==> config.mk <==
export PLATFORM = sky130hd
export DESIGN_NAME = pu_sequencer_flat
export DESIGN_NICKNAME = d
export VERILOG_FILES = /design/src/rtl/pu_sequencer_if.sv /design/src/rtl/pu_sequencer.sv /design/src/flat_wrapper.sv
export SDC_FILE = /design/constraint.sdc
export NUM_CORES = 1
export LEC_CHECK = 0
export ABC_AREA = 1
export BUFFER_PORTS_ARGS = -buffer_cell sky130_fd_sc_hd__buf_4
export CAP_MARGIN = 20
export CORE_AREA = 2 2 39 41
export CTS_CLUSTER_DIAMETER = 50
export DETAILED_ROUTE_END_ITERATION = 8
export DIE_AREA = 0 0 41 43
export GPL_ROUTABILITY_DRIVEN = 0
export PLACE_DENSITY_LB_ADDON = 0.12
export SKIP_LAST_GASP = 1
export SLEW_MARGIN = 20
export SYNTH_ARGS = -nofsm -noshare
export SYNTH_HDL_FRONTEND = slang
export SYNTH_SLANG_ARGS = --single-unit
==> constraint.sdc <==
create_clock -name clk -period 2.05 [get_ports clk]
set_input_delay 0.41 -clock clk [delete_from_list [all_inputs] [get_ports clk]]
set_output_delay 0.41 -clock clk [all_outputs]
set_load 0.02 [all_outputs]
==> src/rtl/pu_sequencer_if.sv <==
// Control bundle between the PU sequencer and the datapath it steers
// (PU, weight memory, ping-pong activation buffers).
interface pu_sequencer_if #(
    parameter int IDX_W = 2,
    parameter int LYR_W = 1
);
    logic                   start;
    logic                   ldIn;
    logic                   ldM;
    logic                   ldRes;
    logic                   wrOut;
    logic [LYR_W+IDX_W-1:0] wAddr;
    logic [IDX_W-1:0]       outIdx;
    logic [LYR_W-1:0]       layerIdx;
    logic                   rdBuf;
    logic                   busy;
    logic                   done;

    modport master (
        input  start,
        output ldIn, ldM, ldRes, wrOut, wAddr, outIdx, layerIdx, rdBuf, busy, done
    );

    modport slave (
        output start,
        input  ldIn, ldM, ldRes, wrOut, wAddr, outIdx, layerIdx, rdBuf, busy, done
    );
endinterface

==> src/rtl/pu_sequencer.sv <==
// Moore sequencer stepping the PU through NUM_LAYERS dense layers of NUM_OUT
// neurons: load inputs once per layer, then multiply / reduce / write per neuron.
module pu_sequencer #(
    parameter int NUM_OUT    = 4,
    parameter int NUM_LAYERS = 2,
    parameter int IDX_W      = 2,
    parameter int LYR_W      = 1
) (
    input  logic           clk,
    input  logic           rst,
    pu_sequencer_if.master bus
);

    // Terminal counts are parameter-derived so non-power-of-two sizes never wrap.
    localparam logic [IDX_W-1:0] OUT_LAST = IDX_W'(NUM_OUT - 1);
    localparam logic [LYR_W-1:0] LYR_LAST = LYR_W'(NUM_LAYERS - 1);

    typedef enum logic [2:0] {
        IDLE,
        LOAD_IN,
        MUL,
        ADD,
        WRITE,
        DONE
    } state_t;

    state_t           state_q;
    logic [IDX_W-1:0] out_q;
    logic [LYR_W-1:0] lyr_q;

    always_ff @(posedge clk or posedge rst) begin
        if (rst) begin
            state_q <= IDLE;
            out_q   <= '0;
            lyr_q   <= '0;
        end else begin
            case (state_q)
                IDLE: begin
                    if (bus.start) begin
                        state_q <= LOAD_IN;
                        out_q   <= '0;
                        lyr_q   <= '0;
                    end
                end
                LOAD_IN: state_q <= MUL;
                MUL:     state_q <= ADD;
                ADD:     state_q <= WRITE;
                WRITE: begin
                    if (out_q < OUT_LAST) begin
                        out_q   <= out_q + IDX_W'(1);
                        state_q <= MUL;
                    end else if (lyr_q < LYR_LAST) begin
                        out_q   <= '0;
                        lyr_q   <= lyr_q + LYR_W'(1);
                        state_q <= LOAD_IN;
                    end else begin
                        state_q <= DONE;
                    end
                end
                DONE:    state_q <= IDLE;
                default: state_q <= IDLE;
            endcase
        end
    end

    // Every output is a pure decode of state/counters, so start never reaches an output.
    assign bus.ldIn     = (state_q == LOAD_IN);
    assign bus.ldM      = (state_q == MUL);
    assign bus.ldRes    = (state_q == ADD);
    assign bus.wrOut    = (state_q == WRITE);
    assign bus.done     = (state_q == DONE);
    assign bus.busy     = (state_q != IDLE);
    assign bus.outIdx   = out_q;
    assign bus.layerIdx = lyr_q;
    assign bus.wAddr    = {lyr_q, out_q};
    assign bus.rdBuf    = lyr_q[0];

endmodule
==> src/flat_wrapper.sv <==
// flat-port wrapper written by rule: the top's interface ports become plain ports
module pu_sequencer_flat 
#(
    parameter int NUM_OUT    = 4,
    parameter int NUM_LAYERS = 2,
    parameter int IDX_W      = 2,
    parameter int LYR_W      = 1
)
  (clk, rst, bus_start, bus_ldIn, bus_ldM, bus_ldRes, bus_wrOut, bus_wAddr, bus_outIdx, bus_layerIdx, bus_rdBuf, bus_busy, bus_done);
  pu_sequencer_if #(.IDX_W(IDX_W), .LYR_W(LYR_W)) bus_i ();
  input  logic clk;
  input  logic rst;
  input wire logic [$bits(bus_i.start)-1:0] bus_start;
  output wire logic [$bits(bus_i.ldIn)-1:0] bus_ldIn;
  output wire logic [$bits(bus_i.ldM)-1:0] bus_ldM;
  output wire logic [$bits(bus_i.ldRes)-1:0] bus_ldRes;
  output wire logic [$bits(bus_i.wrOut)-1:0] bus_wrOut;
  output wire logic [$bits(bus_i.wAddr)-1:0] bus_wAddr;
  output wire logic [$bits(bus_i.outIdx)-1:0] bus_outIdx;
  output wire logic [$bits(bus_i.layerIdx)-1:0] bus_layerIdx;
  output wire logic [$bits(bus_i.rdBuf)-1:0] bus_rdBuf;
  output wire logic [$bits(bus_i.busy)-1:0] bus_busy;
  output wire logic [$bits(bus_i.done)-1:0] bus_done;
  assign bus_i.start = bus_start;
  assign bus_ldIn = bus_i.ldIn;
  assign bus_ldM = bus_i.ldM;
  assign bus_ldRes = bus_i.ldRes;
  assign bus_wrOut = bus_i.wrOut;
  assign bus_wAddr = bus_i.wAddr;
  assign bus_outIdx = bus_i.outIdx;
  assign bus_layerIdx = bus_i.layerIdx;
  assign bus_rdBuf = bus_i.rdBuf;
  assign bus_busy = bus_i.busy;
  assign bus_done = bus_i.done;
  pu_sequencer #(.NUM_OUT(NUM_OUT), .NUM_LAYERS(NUM_LAYERS), .IDX_W(IDX_W), .LYR_W(LYR_W)) u_core (.clk(clk), .rst(rst), .bus(bus_i));
endmodule
==> out/results.ini <==
[floorplan]
die_w_um=41
start_util=0.2794
core_area_mm2=0.001384
dieArea_mm2=0.001763
die_h_um=43
num_rows=14
num_io_pins=16

[clock_tree]
cts_max_level=1
clock_path_buffers=2
cts-buffers-inserted=3
cts_setup_buffers=0
clock_latency_ns=0.24
cts_resized=0
clk_pin_slew_worst_paths_ns=0.04
ctsRootBufferMaster=clkbuf_4
hold_buffers=0
cts_tree=built
cts_sinks=6

[worst_setup_path]
crit_chain=inv_2 -> nand2_1 -> nor2_1 -> buf_4
cp_slowest_stage_delay_ns=0.40
cp.buffers_inverters=2
critPathRequiredTime_ns=1.64
r2r_start=u_core.bus.outIdx[0]
critPathLaunchType=flop
startpoint=u_core.state_q[2]
crit_arrival_ns=1.13
path_max_fanout=8
crit_family=flip-flops
critPathSlowestCell=dfrtp_1
end_kind=primary output
critical_path_class=reg -> out
r2r_slack_ns=0.87

[drt]
drt_iter0_markers=2
avgRoutedWirePerCell_um=8.723
firstDrtPassIters=3
drc=0
ant_nets=0
wl_um=724
vias_per_cell=4.337
vias=360

[global_routing]
grt_overflow_total=0
use_met3=0.03141
gr-usage-met1=0.1270
grt_max_degree=9
antenna_found_initial=0
busiest_layer=met2
gr-usage-met2=0.1281
grt_pass1_vias=310
grt_usage=0.1048
grt_first_pass_wirelength_mm=1.173

[sta]
fmax_ghz=0.6473
rsz0062_at_grt=false
slew_headroom=0.8423
setup_viol=0
maxSlewViolCount=0
skew_ns=0.001341
hold_viol=0
fin_crit_sh=0.7536
fin_setup_tns_ns=0
fin_crit_ns=1.545
setup_ws_ns=0.5052
tightestPinTransition_ns=0.2364

[flow_run]
drv_cap=0

[finish]
layout-drive-gt1-share=0.3582
nFillCells=163
area_delta_synth_final_pct=32.36
diodes=0
layout.nets=73

[run_status]
status=completed

[logic_synthesis]
syn-num-nets=57
ys_ff_latch=6
synth.avg_cell_area_um2=7.295
synth.distinct_cells=15
synth_area_um2=386.6
synth_top_area_frac=0.3883
synthTopCellsByArea=dfrtp_1 39%, nand2_1 15%, inv_1 8.7%, buf_4 7.8%, nand3_1 6.5%
ys_warn_count=0
syn-instance-count=53
seq_area_frac_synth=0.3883
synth_top_area_cell=dfrtp_1

[power]
p_leak_uw=0.0003137
peakVddDrop_uv=708.9
power_density_mw_per_mm2=1587

[place]
io_buffers=15
dp_slack_ns=0.7570
dp_hpwl_um=603.3

[worst_hold_path]
hold_path.class=in -> async

[routing by layer]
metal  vias to the layer above  share of wire  wire, um
li1                        186              -         -
met1                       160           0.46       334
met2                        10           0.44       319
met3                         4          0.062        45
met4                         0          0.035        25
met5                         -              0         0
[Yosys cell counts (all sizes together)]
cell type,n
or2,1
o211ai,1
nand2,17
inv,11
nor3,1
o21ai,2
dfrtp,6
buf,4
nor2,4
nand3,5
ha,1
[worst paths after layout]
path,end,depth (start not counted)
setup / recovery,bus_ldRes,4
hold / removal,u_core.state_q[1],2
setup reg to reg,u_core.bus.outIdx[0],7
hold reg to reg,u_core.bus.outIdx[1],2
max in group asynchronous,u_core.bus.outIdx[0],2
min in group clk,u_core.bus.layerIdx,4
[cell usage in the layout, fill, tap and decap left out]
master	instances
buf_4	15
o21ai_0	1
inv_1	9
clkbuf_4	3
nor3_1	1
dfrtp_1	6
ha_1	1
nand2_1	15
nor2_1	2
nor2_4	2
nand3_1	5
nand2_2	2
or2_0	1
o211ai_1	1
inv_2	2
o21ai_1	1
[state kept, by name (all words and copies together), names as in the netlist]
register,flops
u_core.bus.layerIdx,1
u_core.state_q,3
u_core.bus.outIdx,2
[cell type report]
class                      instances  area [um^2]  area share
sequential                         6        150.1      0.2934
tap                               16        20.02     0.03912
timing repair buffer              15        112.6      0.2200
clock buffer                       3        22.52     0.04401
multi-input combinational         32        165.2      0.3227
inverter                          11        41.29     0.08068
[kinds of logic (layout without fill, tap and decap cells)]
| group | Yosys count | in the layout | share of synthesized area |
|---|---|---|---|
| fa+ha+maj | 1 | 1 | 0.03236 |
| compound gates | 3 | 3 | 0.04529 |
| simple gates | 28 | 28 | 0.3495 |
| flops | 6 | 6 | 0.3883 |
| buf+inv | 15 | 29 | 0.1845 |
[power breakdown]
group / switching, uW / internal, uW
clock: 40.1 / 66.0
combinational: 291 / 190
sequential: 59.2 / 165
[metrics by stage]
stage                 util  std cells  instance area, um^2  total power [uW]  hold WS, ns
floorplan                -         53                386.6             561.5       0.2010
global placement    0.3535         80                489.2             720.8       0.3535
detailed placement  0.3535         80                489.2             712.8       0.3497
CTS                 0.3698         83                511.7             824.5      0.09087
global route        0.3698         83                511.7             879.1       0.1084
finish              0.3698         83                511.7             812.1      0.08615
Note: power is estimated with default switching activity, not from simulation.
